`src/rtl/gpu_mem_cpuvram_fifo_1w2r.sv`:
```
//============================================================================
// Module   : gpu_mem_cpuvram_fifo_1w2r
// Brief    : VRAM->CPU readback FIFO. One 32-bit word (two pixels) in per
//            cycle, with optional low-pixel skip; one or two pixels out per
//            cycle. Optional level_o port under GPU_CPUFIFO_LEVEL_EN.
// Revision : 1.0  initial release
//============================================================================
`default_nettype none

module gpu_mem_cpuvram_fifo_1w2r #(
    parameter int WIDTH  = 16,
    parameter int DEPTH  = 8,
    parameter int ADDR_W = 3
) (
    input  logic                 clk_i,
    input  logic                 rst_n_i,
    input  logic                 push_i,
    input  logic [2*WIDTH-1:0]   data_in_i,
    input  logic                 skip_lo_i,
    input  logic                 flush_i,
    input  logic                 pop0_i,
    input  logic                 pop1_i,
    output logic                 accept_o,
    output logic                 valid0_o,
    output logic                 valid1_o,
    output logic [WIDTH-1:0]     data0_o,
    output logic [WIDTH-1:0]     data1_o
`ifdef GPU_CPUFIFO_LEVEL_EN
    ,
    output logic [ADDR_W:0]      level_o
`endif
);

    localparam logic [ADDR_W:0]   c_accept_max = (ADDR_W+1)'(DEPTH - 2);
    localparam logic [ADDR_W:0]   c_cnt_two    = (ADDR_W+1)'(2);
    localparam logic [ADDR_W-1:0] c_step_one   = ADDR_W'(1);
    localparam logic [ADDR_W-1:0] c_step_two   = ADDR_W'(2);

    logic [WIDTH-1:0]  ram_q [DEPTH];
    logic [ADDR_W-1:0] wr_ptr_q, wr_ptr_d;
    logic [ADDR_W-1:0] rd_ptr_q, rd_ptr_d;
    logic [ADDR_W:0]   count_q, count_d;

    logic              w_accept;
    logic              w_push_ok;
    logic              w_valid0;
    logic              w_valid1;
    logic [ADDR_W-1:0] w_in_step;
    logic [ADDR_W-1:0] w_out_step;
    logic              w_we_a;
    logic              w_we_b;
    logic [ADDR_W-1:0] w_addr_a;
    logic [ADDR_W-1:0] w_addr_b;
    logic [WIDTH-1:0]  w_wdata_a;
    logic [WIDTH-1:0]  w_wdata_b;
    logic [ADDR_W-1:0] w_rd_next;

    // Space check uses registered count only; a same-cycle pop frees nothing.
    always_comb begin
        w_accept   = (count_q <= c_accept_max) & ~flush_i;
        w_push_ok  = push_i & w_accept;
        w_valid0   = (count_q != '0);
        w_valid1   = (count_q >= c_cnt_two);

        w_in_step  = '0;
        if (w_push_ok) begin
            w_in_step = skip_lo_i ? c_step_one : c_step_two;
        end

        w_out_step = '0;
        if (pop0_i && w_valid0) begin
            w_out_step = (pop1_i && w_valid1) ? c_step_two : c_step_one;
        end

        wr_ptr_d = wr_ptr_q + w_in_step;
        rd_ptr_d = rd_ptr_q + w_out_step;
        count_d  = count_q + {1'b0, w_in_step} - {1'b0, w_out_step};

        if (flush_i) begin
            wr_ptr_d = '0;
            rd_ptr_d = '0;
            count_d  = '0;
        end
    end

    // A skipped push lands the high pixel in the slot the low pixel would use.
    always_comb begin
        w_we_a    = w_push_ok;
        w_we_b    = w_push_ok & ~skip_lo_i;
        w_addr_a  = wr_ptr_q;
        w_addr_b  = wr_ptr_q + c_step_one;
        w_wdata_a = skip_lo_i ? data_in_i[2*WIDTH-1:WIDTH] : data_in_i[WIDTH-1:0];
        w_wdata_b = data_in_i[2*WIDTH-1:WIDTH];
    end

    always_ff @(posedge clk_i) begin
        if (w_we_a) begin
            ram_q[w_addr_a] <= w_wdata_a;
        end
        if (w_we_b) begin
            ram_q[w_addr_b] <= w_wdata_b;
        end
    end

    always_ff @(posedge clk_i or negedge rst_n_i) begin
        if (!rst_n_i) begin
            wr_ptr_q <= '0;
            rd_ptr_q <= '0;
            count_q  <= '0;
        end else begin
            wr_ptr_q <= wr_ptr_d;
            rd_ptr_q <= rd_ptr_d;
            count_q  <= count_d;
        end
    end

    assign w_rd_next = rd_ptr_q + c_step_one;
    assign accept_o  = w_accept;
    assign valid0_o  = w_valid0;
    assign valid1_o  = w_valid1;
    assign data0_o   = ram_q[rd_ptr_q];
    assign data1_o   = ram_q[w_rd_next];

`ifdef GPU_CPUFIFO_LEVEL_EN
    assign level_o   = count_q;
`endif

endmodule

`default_nettype wire

```
`config.mk`:
```
export PLATFORM = sky130hd
export DESIGN_NAME = gpu_mem_cpuvram_fifo_1w2r
export DESIGN_NICKNAME = d
export VERILOG_FILES = /design/src/rtl/gpu_mem_cpuvram_fifo_1w2r.sv
export SDC_FILE = /design/constraint.sdc
export NUM_CORES = 1
export LEC_CHECK = 0
export ABC_AREA = 1
export BUFFER_PORTS_ARGS = -buffer_cell sky130_fd_sc_hd__buf_2
export CORE_UTILIZATION = 35
export CTS_BUF_LIST = sky130_fd_sc_hd__clkbuf_4
export DETAILED_ROUTE_END_ITERATION = 12
export HOLD_SLACK_MARGIN = 0.03
export SYNTH_ARGS = -nofsm -noshare
export SYNTH_HDL_FRONTEND = slang
export SYNTH_SLANG_ARGS = --single-unit
```
`constraint.sdc`:
```
create_clock -name clk_i -period 5.1 [get_ports clk_i]
set_clock_uncertainty 0.05 [all_clocks]
set_input_delay 1.02 -clock clk_i [delete_from_list [all_inputs] [get_ports clk_i]]
set_output_delay 1.02 -clock clk_i [all_outputs]
set_load 0.1 [all_outputs]
```
Yosys cells after proc, flatten, opt, wreduce, memory -nomap -nowiden

Memory sizes are Yosys's and may differ from the RTL's.
Index checks and enable logic that the tools add are counted.

Output and inout bits: 35
Input port bits: 39
Memories: 1
Logic and storage cells: 32
Bits in registers: 10
Memory bits (writable): 128

Memory list:

| name  | depth | width | read ports | clocked after Yosys merged registers in | wr ports | RTL line | RTL |
|---|---|---|---|---|---|---|---|
| ram_q | 8     | 16    | 2          | 0                                       | 2        | 39       | `logic [WIDTH-1:0] ram_q [DEPTH];` |

Reduce and logical (&&, ||, !) cells: 3
Add/subtract/negate cells: 6
Order comparisons: 2
Muxes and demuxes: 12
Bitwise operators: 5

Operators with widths:

| kind                                                                              | count |
|---|---|
| 16-bit two-way mux                                                                | 1 |
| 2-bit two-way mux                                                                 | 4 |
| 3-bit by 1-bit adder with 3-bit output (second input constant)                    | 2 |
| 3-bit adder                                                                       | 2 |
| 3-bit two-way mux                                                                 | 2 |
| 4-bit by 3-bit adder with 4-bit output                                            | 1 |
| 4-bit by 2-bit >= comparator with 1-bit output (second input constant)            | 1 |
| 4-bit by 3-bit less-or-equal comparator with 1-bit output (second input constant) | 1 |
| 1-bit two-way mux                                                                 | 4 |
| 4-bit two-way mux                                                                 | 1 |
| 4-bit nonzero test                                                                | 1 |
| 4-bit by 3-bit subtractor with 4-bit output                                       | 1 |
| 1-bit AND                                                                         | 3 |
| 1-bit logical AND                                                                 | 2 |
| 1-bit NOT                                                                         | 2 |

Depth between registers and ports, before layout

Gate-level depths: netlist (run 1).

Word-level depth: 7
Mapped depth: 16
Gate-level depth less buffers: 14

Least setup slack after synthesis (run 1)

No wires, ideal clock.

Path type: reg2out
From: register rd_ptr_q[0]
To: output port data1_o[9]
Arrival time: 3.485 ns
Data required time: 4.030 ns
Slack: 0.545 ns
Path buffers: 2
Cell stages (with the launch flop): 8
Cells stage by stage: dfrtp_1 > ha_1 > buf_1 > buf_2 > o211ai_1 > nand2_1 > inv_1 > o21ai_0

Cells in the longest elaborated chain, start to end: 2

Ends and longest elaborated chain:

| what                                   | RTL line | RTL |
|---|---|---|
| from (decl)                            | 41       | `logic [ADDR_W-1:0] rd_ptr_q, rd_ptr_d;` |
| from (signal assigned)                 | 112      | `rd_ptr_q <= rd_ptr_d;` |
| 3-bit by 1-bit adder with 3-bit output | 117      | `assign w_rd_next = rd_ptr_q + c_step_one;` |
| memory 8 x 16 bit                      | --       |  |
| to (decl)                              | 27       | `output logic [WIDTH-1:0] data1_o` |

No other way between the ends.

Final worst setup path (run 1)

From: register rd_ptr_q[0]
To: output port data1_o[14]

The elaborated chain is that of the path after synthesis.

==> results.json, run 1 <==
{
  "tns_ns": 0,
  "syn-cell-area_um2": 9690,
  "grt_pass1_vias": 8105,
  "maxSlewHeadroom_pct": 35.8,
  "vias": 9215,
  "ys_seq_elements": 138,
  "path_class": "flop to primary output",
  "cts_setup_buffers": 0,
  "pin_count": 74,
  "fp.dieW_um": 168,
  "clock_sinks": 138,
  "yosysWarnings": 0,
  "r2r_cells": 7,
  "required_ns": 4.03,
  "start_util_pct": 35.8,
  "r2r_slack_ns": 1.67,
  "drv_slew": 0,
  "syn-num-nets": 1332,
  "syn_inst": 1279,
  "setup_viol": 0,
  "rsz0062_at_grt": "false",
  "netlist.top_cell.by_area": "edfxtp_1",
  "insertion_delay_ns": 0.54,
  "rows": 60,
  "cts_max_level": 4,
  "p_leak_nw": 4.60,
  "power_mw": 6.93,
  "critical_path_arrival_ns": 3.10,
  "antenna_found_initial": 3,
  "portBuffers": 73,
  "ir_worst_vdd_uv": 445,
  "r2r_end": "ram_q[3][5]$_DFFE_PP_",
  "cts_buffer_depth": 2,
  "final_cell_count_no_fill": 1626,
  "dieArea_um2": 28400,
  "pwr_density_cell_nw_per_um2": 656,
  "min_path_type": "input pin to asynchronous set/reset pin",
  "routedWlPerCell_um": 19.5,
  "synth_seq_area_share_pct": 42.3,
  "gr-total-overflow": 0,
  "clkTransAtPathRegs_ns": 0.12,
  "die_h_um": 168,
  "core-area_um2": 27000,
  "path_max_fanout": 40,
  "r2r-start": "w_addr_a[0]$_DFF_PN0_",
  "status": "completed",
  "grt_start_max_net_pins": 104,
  "drive_gt1_share_pct": 11.8,
  "yosysMostFrequentCell": "nand2_1",
  "finalCriticalPeriod_ns": 4.17,
  "layout.nets": 1325,
  "drt_iter0_drc": 1440,
  "cts_made_buffers": 17,
  "tightest_slew_ns": 0.963,
  "first_pass_iters": 5,
  "min_period_over_period_pct": 81.7,
  "startpoint": "rd_ptr_q[0]$_DFF_PN0_",
  "finalHoldViolations": 0,
  "ys_types": 31,
  "startpoint_type": "flop",
  "yosysTopAreaCellShare_pct": 39.7,
  "cts_hold_buf": 0,
  "antenna_left": 0,
  "wl_um": 31800,
  "drcViolationCount": 0,
  "cts_tree": "done",
  "end_kind": "primary output",
  "synth_commonest_cells": "nand2_1 (434), nand4_1 (136), o21ai_0 (134), edfxtp_1 (128), inv_1 (102)",
  "synth-edff-count": 128,
  "timing.fmax_mhz": 240,
  "area_delta_synth_final_pct": 9.04,
  "gp_congestion": 0.860,
  "cts_resized": 0,
  "grt_pass1_wl_um": 48500,
  "synthTopCellsByArea": "edfxtp_1 (40%), nand2_1 (17%), nand4_1 (8.8%)",
  "avgViaCountPerCell": 5.67,
  "avgSynthCellArea_um2": 7.57,
  "grtUsageTotal_pct": 22.5,
  "max_cap_viol_count": 0,
  "async_flop_share_pct": 7.25,
  "synthFlopType": "edfxtp_1",
  "place_hpwl_um": 22400,
  "cts-root-buf": "clkbuf_4",
  "place_inst": 1594
}
## layout make-up
class                      instances  area, um2
antenna                            2       5.00
clock buffer                      17        128
clock inverter                    13        226
fill                            2743      16500
inverter                         108        413
multi-input combinational        918       4550
sequential                       138       4100
tap                              341        427
timing repair buffer              89        723
## worst max path at each step
| stage | cells after the start | slack (ns) | end |
|---|---|---|---|
| final | 9 | 0.93 | data1_o[14] |
| after global routing | 9 | 0.75 | data1_o[14] |
| after CTS | 9 | 0.91 | data1_o[14] |
| after detailed placement | 7 | 1.47 | ram_q[2][10]$_DFFE_PP_ |
| after global placement | 7 | 1.47 | ram_q[2][10]$_DFFE_PP_ |
| after floorplan | 7 | 0.55 | data1_o[9] |
## layer usage
metal,up-vias,track usage (%),wire [um]
met3,45,4.80,3250
met5,-,0,13
met2,503,33.2,13900
li1,4348,-,-
met4,2,7.04,546
met1,4317,32.6,14100
## flip-flops by register name (all words and copies together) (netlist names)
name      cells
rd_ptr_q      3
ram_q       128
w_addr_a      3
count_q       4
## layout by cell type (no fill, tap or decap)
| cell type | netlist | routed |
|---|---|---|
| clkinv_2 | 0 | 2 |
| edfxtp_1 | 128 | 128 |
| o21ai_0 | 134 | 134 |
| dfrtp_2 | 0 | 2 |
| buf_2 | 32 | 58 |
| nand3_1 | 3 | 3 |
| clkbuf_4 | 0 | 17 |
| diode_2 | 0 | 2 |
| o211ai_1 | 16 | 16 |
| xor2_2 | 0 | 1 |
| buf_4 | 5 | 15 |
| o21ai_1 | 28 | 28 |
| fa_1 | 4 | 4 |
| inv_4 | 0 | 1 |
| clkinv_1 | 1 | 2 |
| inv_1 | 102 | 102 |
| nor2_1 | 41 | 41 |
| or2_2 | 1 | 1 |
| inv_6 | 1 | 1 |
| nand3_4 | 8 | 8 |
| dfrtp_1 | 10 | 8 |
| nand2_1 | 434 | 434 |
| bufinv_16 | 0 | 6 |
| clkinv_4 | 0 | 2 |
| buf_12 | 1 | 16 |
| nand3_2 | 5 | 5 |
| nor2_4 | 8 | 9 |
| ha_1 | 10 | 10 |
| clkinvlp_4 | 0 | 2 |
| xnor2_1 | 1 | 1 |
| inv_2 | 4 | 3 |
| nand2_2 | 2 | 2 |
| nand4_1 | 136 | 136 |
| a21oi_1 | 85 | 85 |
## per-stage QoR
| stage | hold slack, ns | area [um2] | util, % | setup WS [ns] |
|---|---|---|---|---|
| after floorplan | 0.544 | 9690 | - | 0.545 |
| after global placement | 0.596 | 10200 | 37.8 | 1.47 |
| after detailed placement | 0.598 | 10200 | 37.8 | 1.47 |
| after CTS | 0.222 | 10600 | 39.1 | 0.914 |
| after global routing | 0.229 | 10600 | 39.1 | 0.753 |
| final | 0.262 | 10600 | 39.1 | 0.931 |
## cell families after synthesis
logic type,share of synthesized area (%)
flip-flops,42.3
adder cells (fa/ha/maj),2.12
XOR/XNOR,0.181
buffers and inverters,11.0
AND/OR/NAND/NOR,30.5
AO/OA/AOI/OAI,14.0
## critical path, cell delays in order (launching register included)
cell and delay [ns]:
dfrtp_2 0.46, ha_1 0.31, buf_4 0.44, inv_1 0.39, a21oi_1 0.21, o21ai_0 0.11, nand2_1 0.07, nand2_1 0.05
o21ai_1 0.06, buf_2 0.43
## power breakdown
part / switching (mW) / internal (mW)
Sequential: 0.0415 / 1.31
Clock: 0.426 / 0.480
Combinational: 3.52 / 1.15
Note: power is estimated with default switching activity, not from simulation.
==> run 2: changes to the inputs <==
==> constraint.sdc (replaced) <==
create_clock -name clk_i -period 3.88 [get_ports clk_i]
set_clock_uncertainty 0.05 [all_clocks]
set_input_delay 0.776 -clock clk_i [delete_from_list [all_inputs] [get_ports clk_i]]
set_output_delay 0.776 -clock clk_i [all_outputs]
set_load 0.1 [all_outputs]
==> run 2 against run 1 <==
Effect of this change:
- worst setup slack lost 0.73 ns
- via count shrank 2.3%
- clock power grew 25%
- largest power group unchanged
- design area grew 1.3%
- sequential power grew 33%
- non-clock buffer count grew 11
- flip-flop and latch count is the same
- global-route usage shrank 0.56 points
- sequential share of layout area shrank 0.48 points
- register-to-register slack lost 0.75 ns
- total power grew 31%
- combinational power grew 32%
==> results.json, run 2 (same netlist as run 1, synthesis figures left out) <==
{
  "status": "completed",
  "dieArea_um2": 28400,
  "mostFrequentLayoutCells": "nand2_1 (434), nand4_1 (136), o21ai_0 (129), edfxtp_1 (128), inv_1 (102)",
  "insertion_delay_ns": 0.57,
  "grt_pass1_vias": 8078,
  "reg.largest.list": "ram_q (128), count_q (4)",
  "place_inst": 1604,
  "antenna_left": 0,
  "largest_register_ffs": 128,
  "path_cells": "inv_4 > nor2_1 > o21ai_0 > nand2_1 > nand2_1 > buf_2",
  "tns_ns": 0,
  "gp_congestion": 0.894,
  "drv_slew": 0,
  "cts_max_level": 4,
  "cts_buffer_depth": 2,
  "grt_pass1_wl_um": 47900,
  "core-area_um2": 27000,
  "fin_hold_ws_ns": 0.448,
  "required_ns": 3.05,
  "tightest_slew_ns": 0.739,
  "layout.nets": 1336,
  "cts_made_buffers": 17,
  "wl_met2_um": 13400,
  "start_util_pct": 35.8,
  "final_core_util_pct": 39.6,
  "area_delta_synth_final_pct": 10.4,
  "max_cap_viol_count": 0,
  "path_class": "flop to primary output",
  "pwr_density_cell_nw_per_um2": 848,
  "dr_wl_met3_um": 1960,
  "largest-register": "ram_q",
  "grtUsageTotal_pct": 21.9,
  "vias": 8999,
  "cpMostUsedCell": "nand2_1",
  "finalHoldViolations": 0,
  "place_hpwl_um": 22300,
  "setup_viol": 0,
  "cp_slowest_stage_delay_ns": 0.58,
  "top_layer": "met4",
  "portBuffers": 73,
  "rows": 60,
  "timing.fmax_mhz": 272,
  "ir_worst_vdd_uv": 591,
  "gr-total-overflow": 0,
  "layout_commonest_cell": "nand2_1",
  "die_h_um": 168,
  "drive_gt1_share_pct": 12.4,
  "avgViaCountPerCell": 5.49,
  "maxSlewHeadroom_pct": 50.7,
  "pin_count": 74,
  "stdcell_area_um2": 10700,
  "placed_cell_area_um2": 10300,
  "startpoint_type": "flop",
  "crit_buf_inv": 2,
  "path_delay_family": "buffers and inverters",
  "cp_slowest_cell": "inv_4",
  "finalCriticalPeriod_ns": 3.68,
  "cts-root-buf": "clkbuf_4",
  "min_period_over_period_pct": 94.9,
  "drcViolationCount": 0,
  "path_max_fanout": 79,
  "antenna_found_initial": 3,
  "wirelength_met1_um": 14800,
  "clock_sinks": 138,
  "first_pass_iters": 5,
  "clkTransAtPathRegs_ns": 0.14,
  "min_path_type": "input pin to flop",
  "end_kind": "primary output",
  "routedWlPerCell_um": 18.7,
  "fp.dieW_um": 168,
  "grt_start_max_net_pins": 111,
  "rsz0062_at_grt": "false",
  "drt_iter0_drc": 1099,
  "wl_um": 30600,
  "cts_resized": 0,
  "critical_path_arrival_ns": 2.85,
  "cts_tree": "done",
  "p_leak_nw": 4.68,
  "final_cell_count_no_fill": 1638
}
-- run 2: per-layer routing --
layer / global-route usage [%] / vias up
met2: 32.9 / 358
met1: 32.6 / 4254
met5: 0 / -
met3: 3.29 / 31
li1: - / 4356
met4: 5.73 / 0
-- run 2: what timing repair did --
action	CTS	global route
hold buffers	1	0
buffers inserted	0	0
hold endpoints to repair	10	0
-- run 2: area by class of cell --
cell class                 count  area [um2]
sequential                   138        4100
timing repair buffer         100         873
clock buffer                  18         135
tap                          341         427
fill                        2745       16300
antenna                        2        5.00
inverter                     108         413
clock inverter                13         201
multi-input combinational    918        4550
-- run 2: path summary, 6_finish.rpt --
check	slack (ns)	from	end	cells past startpoint
max	0.20	rd_ptr_q[0]$_DFF_PN0_	data0_o[13]	6
min	0.45	flush_i	count_q[2]$_DFF_PN0_	2
min reg2reg	0.65	count_q[0]$_DFF_PN0_	count_q[0]$_DFF_PN0_	3
min in group asynchronous	0.55	rst_n_i	count_q[0]$_DFF_PN0_	2
max in group asynchronous	2.95	rst_n_i	rd_ptr_q[0]$_DFF_PN0_	2
max reg2reg	0.92	w_addr_a[1]$_DFF_PN0_	ram_q[0][14]$_DFFE_PP_	6
-- run 2: where the power goes --
part           internal, mW  leakage, nW  switching (mW)  total [mW]
clock network         0.576        0.177           0.550        1.13
registers              1.73         1.29          0.0626        1.79
logic                  1.59         3.21            4.56        6.16
-- run 2: per-stage QoR --
stage	setup WS, ns	power, mW
after floorplan	0.326	6.19
after global placement	0.632	7.92
after detailed placement	0.645	7.95
after CTS	0.214	9.07
after global routing	0.00307	9.53
final	0.200	9.07
==> run 3: changes to the inputs <==
==> constraint.sdc (replaced) <==
create_clock -name clk_i -period 3.1 [get_ports clk_i]
set_clock_uncertainty 0.05 [all_clocks]
set_input_delay 0.62 -clock clk_i [delete_from_list [all_inputs] [get_ports clk_i]]
set_output_delay 0.62 -clock clk_i [all_outputs]
set_load 0.1 [all_outputs]
==> run 3 against run 2 <==
Effect of this change:
- register-to-register slack got worse by 0.36 ns
- worst setup slack worse by 0.13 ns
- highest routed layer unchanged
- clock-buffer cell count stayed put
- largest power group unchanged
- worst hold slack got worse by 0.18 ns
- flip-flop and latch count is the same
- global-route usage grew 2.3 points
- total power increased by 37%
- non-clock buffer count grew 23
- die area stayed put
- sequential share of layout area fell by 2.6 points
==> results.json, run 3 (same netlist as run 1, synthesis figures left out) <==
{
  "ir_worst_vdd_uv": 909,
  "drv_slew": 0,
  "drt_iter0_drc": 1343,
  "place_hpwl_um": 22800,
  "mostFrequentLayoutCells": "nand2_1 (427), nand4_1 (136), edfxtp_1 (128), o21ai_0 (105), inv_1 (98)",
  "pin_count": 74,
  "cts_tree": "done",
  "worstHoldStart": "flush_i",
  "antenna_found_initial": 1,
  "drive_gt1_share_pct": 17.0,
  "stdcell_area_um2": 11500,
  "placed_cell_area_um2": 10800,
  "start_util_pct": 35.8,
  "p_seq_share_pct": 18.0,
  "gp_congestion": 0.865,
  "nFillCells": 2652,
  "path_max_fanout": 30,
  "layout.nets": 1360,
  "cellInternalPower_mw": 5.62,
  "die_h_um": 168,
  "tightest_slew_ns": 0.764,
  "vias": 9352,
  "holdPathEnd": "count_q[1]$_DFF_PN0_",
  "cts_buffer_depth": 2,
  "p_comb_share_pct": 71.0,
  "cts_max_level": 4,
  "r2r-start": "count_q[2]$_DFF_PN0_",
  "wl_um": 34300,
  "grt_pass1_vias": 8565,
  "status": "completed",
  "p_leak_nw": 4.95,
  "portBuffers": 73,
  "pwr_density_cell_nw_per_um2": 1090,
  "p_clk_share_pct": 11.0,
  "swShare_pct": 54.9,
  "finalHoldViolations": 0,
  "avgViaCountPerCell": 5.63,
  "critical_path_arrival_ns": 2.36,
  "startpoint_type": "flop",
  "r2r_cells": 11,
  "finalCriticalPeriod_ns": 3.03,
  "min_path_type": "input pin to flop",
  "hold_path_depth": 2,
  "fin_hold_ws_ns": 0.268,
  "layout_commonest_cell": "nand2_1",
  "insertion_delay_ns": 0.57,
  "cts-root-buf": "clkbuf_4",
  "clock_sinks": 138,
  "max_cap_viol_count": 0,
  "r2r_end": "count_q[2]$_DFF_PN0_",
  "dieArea_um2": 28400,
  "min_period_over_period_pct": 97.6,
  "largest-register": "ram_q",
  "clkTransAtPathRegs_ns": 0.14,
  "routedWlPerCell_um": 20.6,
  "first_pass_iters": 6,
  "grtUsageTotal_pct": 24.3,
  "core-area_um2": 27000,
  "gr-total-overflow": 0,
  "antenna_left": 0,
  "timing.fmax_mhz": 330,
  "setup_viol": 0,
  "grt_start_max_net_pins": 153,
  "end_kind": "primary output",
  "fp.dieW_um": 168,
  "final_core_util_pct": 42.4,
  "area_delta_synth_final_pct": 18.4,
  "largest_register_ffs": 128,
  "cts_made_buffers": 17,
  "power.switching_mw": 6.84,
  "grt_pass1_wl_um": 52000,
  "reg.largest.list": "ram_q (128), count_q (4)",
  "drcViolationCount": 0,
  "rsz0062_at_grt": "true",
  "maxSlewHeadroom_pct": 49.1,
  "rows": 60,
  "path_class": "flop to primary output",
  "r2r_slack_ns": 0.56,
  "required_ns": 2.43
}
==> run 3: metrics by stage <==
step,total power [mW],std cells,TNS [ns],worst slack (ns)
detailed placement,10.6,1620,0,0.439
finish,12.5,1662,0,0.0741
global route,13.1,1662,-0.453,-0.0515
CTS,12.1,1654,-0.307,-0.0628
floorplan,7.85,1279,-0.298,-0.298
global placement,10.6,1620,0,0.465
==> run 3: timing repair <==
item,CTS,global route
hold endpoints to repair,10,0
pin swaps,0,10
endpoints found under the setup margin,32,32
buffers inserted,1,5
gates resized for setup,7,62
gates cloned,0,2
hold buffers,1,0
==> run 3: per-layer routing <==
metal / wire (um) / track usage (%)
met4: 711 / 7.27
met2: 15100 / 36.7
met1: 14900 / 35.2
met3: 3490 / 4.07
met5: 0 / 0
==> run 3: final cells by class <==
cell class / count / area [um2] / area share, %
Tap cell: 341 / 427 / 3.72
Clock inverter: 14 / 196 / 1.71
Multi-Input combinational cell: 918 / 4710 / 41.1
Inverter: 108 / 430 / 3.75
Timing Repair inverter: 1 / 8.76 / 0.0764
Clock buffer: 18 / 135 / 1.18
Antenna cell: 1 / 2.50 / 0.0218
Timing Repair Buffer: 123 / 1460 / 12.7
Sequential cell: 138 / 4100 / 35.7
==> run 3: how the worst max path moves through the flow <==
| stage | from | endpoint | slack [ns] |
|---|---|---|---|
| after floorplan | rd_ptr_q[0]$_DFF_PN0_ | data1_o[9] | -0.30 |
| after global placement | flush_i | count_q[2]$_DFF_PN0_ | 0.46 |
| after detailed placement | flush_i | count_q[2]$_DFF_PN0_ | 0.44 |
| after CTS | rd_ptr_q[0]$_DFF_PN0_ | data1_o[9] | -0.06 |
| after global routing | rd_ptr_q[0]$_DFF_PN0_ | data1_o[11] | -0.05 |
| final | rd_ptr_q[0]$_DFF_PN0_ | data1_o[13] | 0.07 |
==> run 3: power by group through the flow <==
stage          Sequential [mW]  Combinational (mW)  Clock (mW)
2_1_floorplan             2.23                5.62           0
3_3_place_gp              2.26                8.29           0
6_report                  2.24                8.85        1.37
4_1_cts                   2.23                8.47        1.38
5_1_grt                   2.25                9.34        1.46
3_5_place_dp              2.27                8.36           0
==> run 3: critical path, cell delays in order (launching register included) <==
cell	delay, ns
dfrtp_4	0.55
ha_4	0.34
buf_8	0.23
o211ai_1	0.12
nand2_1	0.09
inv_1	0.07
o21ai_2	0.18
buf_12	0.20
